--- src/rtl/key_event_queue.sv ---
// key_event_queue
//
// Turns a full multi-key keyboard report (NUM_KEYS keycode slots, code 0 = empty)
// into discrete press/release events. Each new report is diffed slot by slot
// against the previous one: all releases in slot order, then all presses in slot
// order. Events go into a first-word-fall-through FIFO. A report strobed while a
// scan is running is parked in a single pending buffer (latest wins) and scanned
// straight after the current one.
//
// Optional feature (macro KEY_EVT_REPEAT_EN): typematic repeat of the most recently
// pressed key. Once REPEAT_DELAY cycles have passed since that press, a press event
// with evt_repeat=1 is pushed, and then another one every REPEAT_RATE cycles, until
// a release of that key is scanned. Without the macro there is no timer and
// evt_repeat is tied low.
//
// Ports:
//   clk_clk        system clock
//   reset_reset_n  asynchronous active-low reset (synchronous release expected)
//   report_in      keycode report, slot i at [i*KEY_W +: KEY_W]
//   report_wr      one-cycle strobe, report_in valid
//   busy           diff scan in progress
//   evt_valid      FIFO non-empty
//   evt_code       head event keycode (0 when empty)
//   evt_press      head event is a press (0 = release, 0 when empty)
//   evt_repeat     head event is a typematic repeat (0 when empty)
//   evt_ready      pop the head when evt_valid is also high
//   count          number of events held, 0..DEPTH
//   overflow       sticky: an event was dropped on a full FIFO
//   ovf_clr        clears overflow (a simultaneous drop wins)

module key_event_queue #(
    parameter int unsigned KEY_W        = 8,
    parameter int unsigned NUM_KEYS     = 6,
    parameter int unsigned DEPTH        = 8,
    parameter int unsigned REPEAT_DELAY = 25000000,
    parameter int unsigned REPEAT_RATE  = 2500000
) (
    input  logic                        clk_clk,
    input  logic                        reset_reset_n,
    input  logic [NUM_KEYS*KEY_W-1:0]   report_in,
    input  logic                        report_wr,
    output logic                        busy,
    output logic                        evt_valid,
    output logic [KEY_W-1:0]            evt_code,
    output logic                        evt_press,
    output logic                        evt_repeat,
    input  logic                        evt_ready,
    output logic [$clog2(DEPTH+1)-1:0]  count,
    output logic                        overflow,
    input  logic                        ovf_clr
);

    localparam int unsigned IDX_W = (NUM_KEYS > 1) ? $clog2(NUM_KEYS) : 1;
    localparam int unsigned PTR_W = $clog2(DEPTH);
    localparam int unsigned CNT_W = $clog2(DEPTH + 1);

    if (DEPTH < 2 || (DEPTH & (DEPTH - 1)) != 0 || KEY_W == 0 || NUM_KEYS == 0 ||
        REPEAT_DELAY == 0 || REPEAT_RATE == 0) begin : g_param_check
        $error("key_event_queue: illegal parameter value");
    end

    typedef enum logic [1:0] {StIdle, StRel, StPrs, StDone} state_e;

    // ------------------------------------------------------------------
    // Scan state
    // ------------------------------------------------------------------
    state_e           state_q;
    logic [IDX_W-1:0] idx_q;
    logic [KEY_W-1:0] cur_q  [NUM_KEYS];
    logic [KEY_W-1:0] prev_q [NUM_KEYS];
    logic [KEY_W-1:0] pend_q [NUM_KEYS];
    logic             pend_valid_q;

    logic [KEY_W-1:0] prev_sel, cur_sel;
    logic             rel_in_cur, rel_dup, prs_in_prev, prs_dup;
    logic             rel_hit, prs_hit;

    logic             scan_push;
    logic [KEY_W-1:0] scan_code;
    logic             scan_press;

    // Slot comparison for the slot currently under the index. A code repeated in
    // several slots only counts at its lowest slot.
    always_comb begin
        prev_sel    = prev_q[idx_q];
        cur_sel     = cur_q[idx_q];
        rel_in_cur  = 1'b0;
        rel_dup     = 1'b0;
        prs_in_prev = 1'b0;
        prs_dup     = 1'b0;
        for (int j = 0; j < NUM_KEYS; j++) begin
            if (cur_q[j] == prev_sel) rel_in_cur = 1'b1;
            if (prev_q[j] == cur_sel) prs_in_prev = 1'b1;
            if (IDX_W'(j) < idx_q) begin
                if (prev_q[j] == prev_sel) rel_dup = 1'b1;
                if (cur_q[j] == cur_sel) prs_dup = 1'b1;
            end
        end
        rel_hit = (prev_sel != '0) && !rel_in_cur && !rel_dup;
        prs_hit = (cur_sel != '0) && !prs_in_prev && !prs_dup;
    end

    always_comb begin
        scan_push  = 1'b0;
        scan_code  = '0;
        scan_press = 1'b0;
        if (state_q == StRel && rel_hit) begin
            scan_push = 1'b1;
            scan_code = prev_sel;
        end else if (state_q == StPrs && prs_hit) begin
            scan_push  = 1'b1;
            scan_code  = cur_sel;
            scan_press = 1'b1;
        end
    end

    always_ff @(posedge clk_clk or negedge reset_reset_n) begin
        if (!reset_reset_n) begin
            state_q      <= StIdle;
            idx_q        <= '0;
            cur_q        <= '{default: '0};
            prev_q       <= '{default: '0};
            pend_q       <= '{default: '0};
            pend_valid_q <= 1'b0;
        end else begin
            // Strobes during the slot walk park in the pending buffer; a strobe in
            // the final cycle is taken directly as the next report instead.
            if (report_wr && (state_q == StRel || state_q == StPrs)) begin
                for (int i = 0; i < NUM_KEYS; i++) begin
                    pend_q[i] <= report_in[i*KEY_W +: KEY_W];
                end
                pend_valid_q <= 1'b1;
            end

            unique case (state_q)
                StIdle: begin
                    if (report_wr) begin
                        for (int i = 0; i < NUM_KEYS; i++) begin
                            cur_q[i] <= report_in[i*KEY_W +: KEY_W];
                        end
                        idx_q   <= '0;
                        state_q <= StRel;
                    end
                end
                StRel: begin
                    if (idx_q == IDX_W'(NUM_KEYS - 1)) begin
                        idx_q   <= '0;
                        state_q <= StPrs;
                    end else begin
                        idx_q <= idx_q + 1'b1;
                    end
                end
                StPrs: begin
                    if (idx_q == IDX_W'(NUM_KEYS - 1)) begin
                        idx_q   <= '0;
                        state_q <= StDone;
                    end else begin
                        idx_q <= idx_q + 1'b1;
                    end
                end
                StDone: begin
                    prev_q <= cur_q;
                    idx_q  <= '0;
                    if (report_wr) begin
                        for (int i = 0; i < NUM_KEYS; i++) begin
                            cur_q[i] <= report_in[i*KEY_W +: KEY_W];
                        end
                        pend_valid_q <= 1'b0;
                        state_q      <= StRel;
                    end else if (pend_valid_q) begin
                        cur_q        <= pend_q;
                        pend_valid_q <= 1'b0;
                        state_q      <= StRel;
                    end else begin
                        state_q <= StIdle;
                    end
                end
                default: state_q <= StIdle;
            endcase
        end
    end

    assign busy = (state_q != StIdle);

    // ------------------------------------------------------------------
    // Push source selection (scan events always take priority)
    // ------------------------------------------------------------------
    logic             push_req;
    logic [KEY_W-1:0] push_code;
    logic             push_press;
    logic             push_ok;

    // ------------------------------------------------------------------
    // Event FIFO
    // ------------------------------------------------------------------
    logic [KEY_W-1:0] mem_code  [DEPTH];
    logic             mem_press [DEPTH];
    logic [PTR_W-1:0] wr_ptr_q, rd_ptr_q;
    logic [CNT_W-1:0] count_q, count_d;
    logic             ovf_q;
    logic             full, empty, pop;

    assign full  = (count_q == CNT_W'(DEPTH));
    assign empty = (count_q == '0);
    assign pop   = evt_ready && !empty;
    // A pop in the same cycle frees the slot the push needs.
    assign push_ok = push_req && (!full || pop);

    always_comb begin
        count_d = count_q;
        unique case ({push_ok, pop})
            2'b10:   count_d = count_q + 1'b1;
            2'b01:   count_d = count_q - 1'b1;
            default: count_d = count_q;
        endcase
    end

    always_ff @(posedge clk_clk) begin
        if (push_ok) begin
            mem_code[wr_ptr_q]  <= push_code;
            mem_press[wr_ptr_q] <= push_press;
        end
    end

    always_ff @(posedge clk_clk or negedge reset_reset_n) begin
        if (!reset_reset_n) begin
            wr_ptr_q <= '0;
            rd_ptr_q <= '0;
            count_q  <= '0;
            ovf_q    <= 1'b0;
        end else begin
            if (push_ok) wr_ptr_q <= wr_ptr_q + 1'b1;
            if (pop) rd_ptr_q <= rd_ptr_q + 1'b1;
            count_q <= count_d;
            // Only scan events flag overflow; a new drop beats ovf_clr.
            if (scan_push && full && !pop) begin
                ovf_q <= 1'b1;
            end else if (ovf_clr) begin
                ovf_q <= 1'b0;
            end
        end
    end

    assign evt_valid = !empty;
    assign evt_code  = empty ? '0 : mem_code[rd_ptr_q];
    assign evt_press = empty ? 1'b0 : mem_press[rd_ptr_q];
    assign count     = count_q;
    assign overflow  = ovf_q;

`ifdef KEY_EVT_REPEAT_EN
    // ------------------------------------------------------------------
    // Typematic repeat
    // ------------------------------------------------------------------
    logic             mem_rpt [DEPTH];
    logic             rpt_active_q;
    logic [KEY_W-1:0] rpt_code_q;
    logic [31:0]      rpt_timer_q;
    logic             rpt_fire;

    // Timer sitting at zero while the scan owns the push port simply waits a cycle.
    assign rpt_fire   = rpt_active_q && (rpt_timer_q == '0) && !scan_push;
    assign push_req   = scan_push || rpt_fire;
    assign push_code  = scan_push ? scan_code : rpt_code_q;
    assign push_press = scan_push ? scan_press : 1'b1;

    always_ff @(posedge clk_clk) begin
        if (push_ok) mem_rpt[wr_ptr_q] <= !scan_push;
    end

    always_ff @(posedge clk_clk or negedge reset_reset_n) begin
        if (!reset_reset_n) begin
            rpt_active_q <= 1'b0;
            rpt_code_q   <= '0;
            rpt_timer_q  <= '0;
        end else begin
            if (scan_push && scan_press && push_ok) begin
                rpt_active_q <= 1'b1;
                rpt_code_q   <= scan_code;
                rpt_timer_q  <= 32'(REPEAT_DELAY - 1);
            end else if (scan_push && !scan_press && scan_code == rpt_code_q) begin
                // Stop even if the release itself was dropped, so a lost release
                // cannot leave the key repeating forever.
                rpt_active_q <= 1'b0;
            end else if (rpt_fire) begin
                // Reload whether or not the repeat fitted; a dropped repeat is lost.
                rpt_timer_q <= 32'(REPEAT_RATE - 1);
            end else if (rpt_active_q && rpt_timer_q != '0) begin
                rpt_timer_q <= rpt_timer_q - 1'b1;
            end
        end
    end

    assign evt_repeat = empty ? 1'b0 : mem_rpt[rd_ptr_q];
`else
    assign push_req   = scan_push;
    assign push_code  = scan_code;
    assign push_press = scan_press;
    assign evt_repeat = 1'b0;
`endif

endmodule

--- config.mk ---
export PLATFORM = sky130hd
export DESIGN_NAME = key_event_queue
export DESIGN_NICKNAME = d
export VERILOG_FILES = /design/src/rtl/key_event_queue.sv
export SDC_FILE = /design/constraint.sdc
export NUM_CORES = 1
export LEC_CHECK = 0
export CORE_ASPECT_RATIO = 1.1
export CORE_MARGIN = 2
export CORE_UTILIZATION = 57
export DETAILED_ROUTE_END_ITERATION = 16
export HOLD_SLACK_MARGIN = 0.05
export PLACE_DENSITY = 0.86
export REMOVE_ABC_BUFFERS = 1
export SLEW_MARGIN = 15
export SYNTH_ARGS = -nofsm -noshare
export SYNTH_HDL_FRONTEND = slang
export SYNTH_SLANG_ARGS = --single-unit
--- constraint.sdc ---
create_clock -name clk_clk -period 10.05 [get_ports clk_clk]
set_clock_uncertainty 0.1 [all_clocks]
set_input_delay 3.015 -clock clk_clk [delete_from_list [all_inputs] [get_ports clk_clk]]
set_output_delay 3.015 -clock clk_clk [all_outputs]
set_load 0.005 [all_outputs]
==> metrics.json, run 1 <==
{
  "synth": {
    "count_of_different_cell_masters_after_synthesis": 68,
    "synth_edf_count": 72,
    "main_area_contributors_after_synthesis": "dfrtp_1, edfxtp_1, mux2_2, xnor2_1, xor2_1",
    "synth_cells": 1076,
    "synth.avg_cell_area_sq_um": 12.0,
    "synth_sequential_area_ratio_pct": 47.8,
    "synthArstFlopShare_pct": 69.1,
    "ys_seq_elements": 233,
    "mappedNetlistArea_sq_um": 12900,
    "synth_top_area_share_pct": 31.1,
    "synth_ff_type": "dfrtp_1",
    "synth_top_cell_by_area": "dfrtp_1",
    "synth_warnings": 0
  },
  "detailed_routing": {
    "routedWlPerCell_um": 22.2,
    "final_antenna_net_count": 0,
    "firstDrtPassIters": 5,
    "route.detailed.vias_per_inst": 6.17,
    "routed_wirelength_um": 32000,
    "initialDrtViolationCount": 772,
    "vias": 8895,
    "remaining_drc_errors": 0
  },
  "sta": {
    "worst_slew_pin_slew_ns": 1.15,
    "unrepaired_setup_endpoints_after_global_routing": "false",
    "setup_violations": 0,
    "slew_violations": 0,
    "timing.final.crit_share_pct": 57.1,
    "achievable-frequency_mhz": 174,
    "final_hold_viol_count": 0,
    "setup-tns-final_ns": 0,
    "timing.final.ws_setup_ns": 4.31,
    "min_period_ns": 5.74,
    "relSlewSlack_pct": 23.5,
    "hold-worst-slack_ns": 0.402
  },
  "clock_tree": {
    "worst_setup_hold_path_clk_slew_ns": 0.06,
    "cts.path.max_buffers": 3,
    "post_cts.repair.setup_buffers": 0,
    "clock_latency_ns": 0.52,
    "postCtsResizedCells": 0,
    "postCtsHoldBufs": 0,
    "cts.sinks": 233,
    "root_cell_of_the_clock_tree": "clkbuf_16",
    "tritoncts": "built",
    "htree_levels": 1,
    "number_of_cts_inserted_buffers": 24
  },
  "critical_path": {
    "worstPathCellList": "mux4_2 -> mux2i_1 -> nor2_1 -> clkdlybuf4s50_1",
    "number_of_cells_on_the_worst_reg_to_reg_path": 11,
    "kind_of_cell_with_the_highest_combined_delay_on_the_critical_path": "flip-flops",
    "critical_path_class": "register to primary output",
    "critical_path_cell_count": 4,
    "required_ns": 6.94,
    "cp-end-kind": "primary output",
    "worst_path_max_delay_cell": "dfrtp_2",
    "timing.critical_path.buf_inv": 1,
    "cp_slowest_stage_delay_ns": 0.80,
    "crit_path_max_fanout": 20,
    "startpoint_type": "register",
    "worst_ep_arrival_time_ns": 2.63
  },
  "finish": {
    "filler_cell_count": 1613,
    "register_area_sq_um": 6190,
    "nNetsFinal": 1193,
    "multi_input_area_sq_um": 6330,
    "antennaDiodeCount": 0,
    "area_growth_syn_to_layout_pct": 13.4,
    "layout-drive-gt1-share_pct": 21.1
  },
  "worst_hold_path": {
    "timing.hold.worst.class": "register to register",
    "min_delay_path_depth": 1
  },
  "global_route": {
    "grt_pass1_vias": 9023,
    "grtUsageTotal_pct": 27.3,
    "grt_overflow_total": 0,
    "grt_antenna_before_repair": 0,
    "grt_max_degree": 97,
    "first_pass_grt_wire_length_um": 51300
  },
  "outcome": {
    "outcome": "completed"
  },
  "floorplanning": {
    "chipHeight_um": 162,
    "num_rows": 57,
    "floorplan.die.width_um": 148,
    "io_pins": 70,
    "die-area_sq_um": 23900,
    "core_area_sq_um": 22200,
    "initial_core_utilization_pct": 58.4
  },
  "place": {
    "dp_worst_setup_slack_ns": 4.20,
    "detailed_place_hpwl_um": 21800,
    "place_congestion": 1.00,
    "numPortBuffers": 68
  },
  "run": {
    "cap_violations": 0
  }
}
placed cells by master (no fill, tap or decap), types with 24 or more instances in the layout:
cell type / Yosys / final
dfrtp_1: 161 / 159
nor2_1: 30 / 30
edfxtp_1: 72 / 72
xor2_1: 82 / 82
clkbuf_16: 0 / 24
nand4_1: 27 / 27
nand2_1: 75 / 74
mux2i_1: 65 / 65
o21ai_0: 65 / 65
mux2_2: 126 / 126
clkdlybuf4s50_1: 0 / 67
xnor2_1: 91 / 91
buf_4: 9 / 33
synthesized netlist by cell type (5+ instances only):
library cell	instances
nand3_1	6
xor2_1	82
a22oi_1	7
buf_2	14
xnor2_1	91
o22ai_1	12
nor3_1	9
a222oi_1	16
buf_1	12
mux2_1	7
buf_6	8
nand4_1	27
o21ai_0	65
nor2_1	30
edfxtp_1	72
a21oi_1	12
nand2_1	75
dfrtp_1	161
clkbuf_1	31
buf_4	9
or4_1	7
mux2_2	126
nand3b_1	5
nand2b_1	6
inv_1	14
mux4_2	18
nor4_1	14
ha_1	10
mux2i_1	65
per-stage QoR:
stage	cells	utilization (%)	cell area, sq um
3_5_place_dp	1398	62.5	13900
6_report	1441	66.2	14700
4_1_cts	1441	66.2	14700
2_1_floorplan	1002	-	12600
3_3_place_gp	1398	62.5	13900
5_1_grt	1441	66.2	14700
routing by layer:
layer | track usage (%) | vias to the layer above | wire length (um)
li1 | - | 4022 | -
met1 | 36.6 | 4408 | 13000
met2 | 46.0 | 369 | 15700
met3 | 3.40 | 96 | 2130
met4 | 10.4 | 0 | 1170
met5 | 0 | - | 0
worst register-to-register path, delay by kind of cell, from the launching register on:
family / cells / cell delay, ns
AOI/OAI and AO/OA: 3 / 1.55
buffers and inverters: 3 / 1.43
and+or+nand+nor: 3 / 1.06
DFF: 1 / 0.73
muxes: 1 / 0.43
xor gates and xnor gates: 1 / 0.14
logic make-up after synthesis:
group | after synthesis | share of synthesized area (%)
muxes | 220 | 20.2
AOI/OAI and AO/OA | 142 | 7.31
xor gates and xnor gates | 173 | 11.7
adders and majority gates | 11 | 1.12
buffers and inverters | 90 | 3.47
DFF | 233 | 47.8
other | 1 | 0.0290
and+or+nand+nor | 206 | 8.34
final cells by class:
class	count	share of cell area, %
tap	295	2.51
clock inverter	8	0.716
clock buffer	35	4.74
inverter	16	0.409
timing repair buffer	101	6.33
multi-input combinational	753	43.1
sequential	233	42.2
flip-flops by register name (all words and copies together), names as in the netlist:
signal and flops:
pend_valid_q 1, prev_q 48, count 4, state_q 2, rd_ptr_q 3, mem_press 8, pend_q 48, cur_q 48
mem_code 64, overflow 1, wr_ptr_q 3, idx_q 3
path summary, 6_finish.rpt:
kind | start | endpoint | slack, ns
worst max-delay path | rd_ptr_q[0] | evt_code[7] | 4.31
worst min-delay path | pend_q[45] | pend_q[45] | 0.40
worst max register to register | idx_q[0] | mem_code[0][3] | 4.32
worst min register to register | pend_q[45] | pend_q[45] | 0.40
max in group asynchronous | reset_reset_n | rd_ptr_q[0] | 5.99
min in group asynchronous | reset_reset_n | prev_q[15] | 2.48
Power of run 1 is left out: the tool's default activity adds up to more than one toggle a clock period on the data nets, which glitch-free logic cannot reach.
==> run 2, diff against run 1 <==
==> constraint.sdc (replaced) <==
create_clock -name clk_clk -period 5.9 [get_ports clk_clk]
set_clock_uncertainty 0.1 [all_clocks]
set_input_delay 1.77 -clock clk_clk [delete_from_list [all_inputs] [get_ports clk_clk]]
set_output_delay 1.77 -clock clk_clk [all_outputs]
set_load 0.005 [all_outputs]
==> metrics.json, run 2 (synthesis results as in run 1) <==
{
  "outcome": {
    "outcome": {"value": "completed", "change": "unchanged"}
  },
  "critical_path": {
    "critical_path_cell_count": {"value": 18, "change": "was 4"},
    "required": {"value": 6.21, "unit": "ns", "change": "was 6.94 ns"},
    "cp_slowest_stage_delay": {"value": 0.78, "unit": "ns", "change": "was 0.80 ns"},
    "crit_path_max_fanout": {"value": 37, "change": "was 20"},
    "worstPathCellList": {"value": "buf_12 -> mux2_2 -> a222oi_1 -> buf_4 -> xor2_1 -> nand4_1 -> nor4_1 -> a311o_1 -> nor4_4 -> nor2_8 -> nand2_2 -> inv_2 -> ha_1 -> a21o_1 -> a21o_1 -> nor2_1 -> o2bb2a_1 -> xnor2_1", "change": "was mux4_2 -> mux2i_1 -> nor2_1 -> clkdlybuf4s50_1"},
    "startpoint_type": {"value": "register", "change": "unchanged"},
    "kind_of_cell_with_the_highest_combined_delay_on_the_critical_path": {"value": "simple AND/OR/NAND/NOR gates", "change": "was flip-flops"},
    "worst_ep_arrival_time": {"value": 5.49, "unit": "ns", "change": "was 2.63 ns"},
    "number_of_cells_on_the_worst_reg_to_reg_path": {"value": 18, "change": "was 11"},
    "timing.critical_path.buf_inv": {"value": 3, "change": "was 1"},
    "cp-end-kind": {"value": "register", "change": "was primary output"},
    "path_common_cell": "a21o_1",
    "worst_path_max_delay_cell": {"value": "dfrtp_2", "change": "unchanged"},
    "critical_path_class": {"value": "register to register", "change": "was register to primary output"}
  },
  "global_route": {
    "grtUsageTotal": {"value": 29.1, "unit": "%", "change": "was 27.3%"},
    "first_pass_grt_wire_length": {"value": 53500, "unit": "um", "change": "was 51300 um"},
    "grt_max_degree": {"value": 93, "change": "was 97"},
    "grt_pass1_vias": {"value": 9141, "change": "was 9023"},
    "grt_antenna_before_repair": {"value": 0, "change": "unchanged"},
    "grt_overflow_total": {"value": 0, "change": "unchanged"}
  },
  "detailed_routing": {
    "vias": {"value": 8915, "change": "was 8895"},
    "firstDrtPassIters": {"value": 9, "change": "was 5"},
    "final_antenna_net_count": {"value": 0, "change": "unchanged"},
    "initialDrtViolationCount": {"value": 790, "change": "was 772"},
    "remaining_drc_errors": {"value": 0, "change": "unchanged"},
    "route.detailed.vias_per_inst": {"value": 6.14, "change": "was 6.17"},
    "routedWlPerCell": {"value": 23.5, "unit": "um", "change": "was 22.2 um"},
    "routed_wirelength": {"value": 34100, "unit": "um", "change": "was 32000 um"}
  },
  "floorplanning": {
    "io_pins": {"value": 70, "change": "unchanged"},
    "initial_core_utilization": {"value": 58.4, "unit": "%", "change": "unchanged"},
    "num_rows": {"value": 57, "change": "unchanged"},
    "core_area": {"value": 22200, "unit": "sq um", "change": "unchanged"},
    "die-area": {"value": 23900, "unit": "sq um", "change": "unchanged"},
    "chipHeight": {"value": 162, "unit": "um", "change": "unchanged"},
    "floorplan.die.width": {"value": 148, "unit": "um", "change": "unchanged"}
  },
  "finish": {
    "layout-drive-gt1-share": {"value": 21.7, "unit": "%", "change": "was 21.1%"},
    "finish.instance_area": {"value": 14900, "unit": "sq um", "change": "was 14700 sq um"},
    "largest_register_ffs": {"value": 64, "change": "unchanged"},
    "area_growth_syn_to_layout": {"value": 14.9, "unit": "%", "change": "was 13.4%"},
    "antennaDiodeCount": {"value": 0, "change": "unchanged"},
    "max_flop_register": {"value": "mem_code", "change": "unchanged"},
    "nNetsFinal": {"value": 1204, "change": "was 1193"},
    "postLayoutCoreUtil": {"value": 67.1, "unit": "%", "change": "was 66.2%"},
    "layout_common_cells": {"value": "dfrtp_1, mux2_2, xnor2_1", "change": "unchanged"},
    "layout_commonest_cell": {"value": "dfrtp_1", "change": "unchanged"}
  },
  "sta": {
    "timing.final.crit_share_pct": 87.8,
    "slew_violations": {"value": 0, "change": "unchanged"},
    "relSlewSlack": {"value": 38.3, "unit": "%", "change": "was 23.5%"},
    "worst_slew_pin_slew": {"value": 0.918, "unit": "ns", "change": "was 1.15 ns"},
    "achievable-frequency_mhz": 193,
    "unrepaired_setup_endpoints_after_global_routing": {"value": "false", "change": "unchanged"},
    "setup_violations": {"value": 0, "change": "unchanged"},
    "setup-tns-final": {"value": 0, "unit": "ns", "change": "unchanged"},
    "final_hold_viol_count": {"value": 0, "change": "unchanged"},
    "timing.final.ws_setup": {"value": 0.718, "unit": "ns", "change": "was 4.31 ns"},
    "min_period_ns": 5.18
  },
  "place": {
    "place_congestion": {"value": 0.944, "change": "was 1.00"},
    "detailed_place_hpwl": {"value": 23500, "unit": "um", "change": "was 21800 um"},
    "placement.cell_area": {"value": 14000, "unit": "sq um", "change": "was 13900 sq um"},
    "numPortBuffers": {"value": 68, "change": "unchanged"},
    "dp_worst_setup_slack": {"value": 0.770, "unit": "ns", "change": "was 4.20 ns"}
  },
  "clock_tree": {
    "postCtsResizedCells": {"value": 0, "change": "unchanged"},
    "root_cell_of_the_clock_tree": {"value": "clkbuf_16", "change": "unchanged"},
    "tritoncts": {"value": "built", "change": "unchanged"},
    "cts.path.max_buffers": {"value": 3, "change": "unchanged"},
    "postCtsHoldBufs": {"value": 0, "change": "unchanged"},
    "cts.sinks": {"value": 233, "change": "unchanged"},
    "worst_setup_hold_path_clk_slew": {"value": 0.07, "unit": "ns", "change": "was 0.06 ns"},
    "htree_levels": {"value": 1, "change": "unchanged"},
    "clock_latency": {"value": 0.54, "unit": "ns", "change": "was 0.52 ns"},
    "post_cts.repair.setup_buffers": {"value": 0, "change": "unchanged"},
    "number_of_cts_inserted_buffers": {"value": 24, "change": "unchanged"}
  },
  "worst_hold_path": {
    "min_delay_path_depth": {"value": 1, "change": "unchanged"},
    "timing.hold.worst.class": {"value": "register to register", "change": "unchanged"}
  },
  "run": {
    "cap_violations": {"value": 0, "change": "unchanged"}
  }
}
==> run 2: cell types whose count changed in the layout (fill, tap and decap cells not counted), sizes merged <==
| cell | delta |
|---|---|
| clkbuf | -3 |
| clkinvlp | +1 |
| buf | +11 |
| bufinv | +3 |
==> run 2: path summary, 6_finish.rpt <==
check	start	end	slack [ns]
worst max-delay path	idx_q[0]	count[3]	0.72
worst min-delay path	pend_q[40]	pend_q[40]	0.40
worst max register to register	idx_q[0]	count[3]	0.72
worst min register to register	pend_q[40]	pend_q[40]	0.40
max in group asynchronous	reset_reset_n	cur_q[36]	3.64
min in group asynchronous	reset_reset_n	rd_ptr_q[2]	1.14
==> run 2: routing by layer <==
layer  part of all wire [%]  up-vias  GRT usage, %
li1                       -     4027             -
met1                     41     4468          39.0
met2                     50      339          49.4
met3                    5.6       81          3.71
met4                    3.3        0          10.1
met5                      0        -             0
==> run 2: layout make-up <==
| class | count | area, sq um |
|---|---|---|
| clock buffer | 32 | 661 |
| clock inverter | 12 | 226 |
| fill | 1617 | 7310 |
| inverter | 16 | 60.1 |
| multi-input combinational | 753 | 6330 |
| sequential | 233 | 6190 |
| tap | 295 | 369 |
| timing repair buffer | 112 | 1040 |
==> run 2: worst reg2reg max path: stages, from the launching register on <==
cell      delay [ns]
dfrtp_2         0.78
buf_12          0.33
mux2_2          0.41
a222oi_1        0.34
buf_4           0.37
xor2_1          0.22
nand4_1         0.11
nor4_1          0.73
a311o_1         0.27
nor4_4          0.10
nor2_8          0.17
nand2_2         0.09
inv_2           0.07
ha_1            0.22
a21o_1          0.17
a21o_1          0.18
nor2_1          0.07
o2bb2a_1        0.22
xnor2_1         0.13
==> run 2: stage by stage <==
stage          std cells  hold slack, ns
3_5_place_dp        1409           0.392
6_report            1453           0.402
5_1_grt             1453           0.413
4_1_cts             1453           0.405
3_3_place_gp        1409           0.386
2_1_floorplan       1002           0.379
Power of run 2 is left out for the same reason.
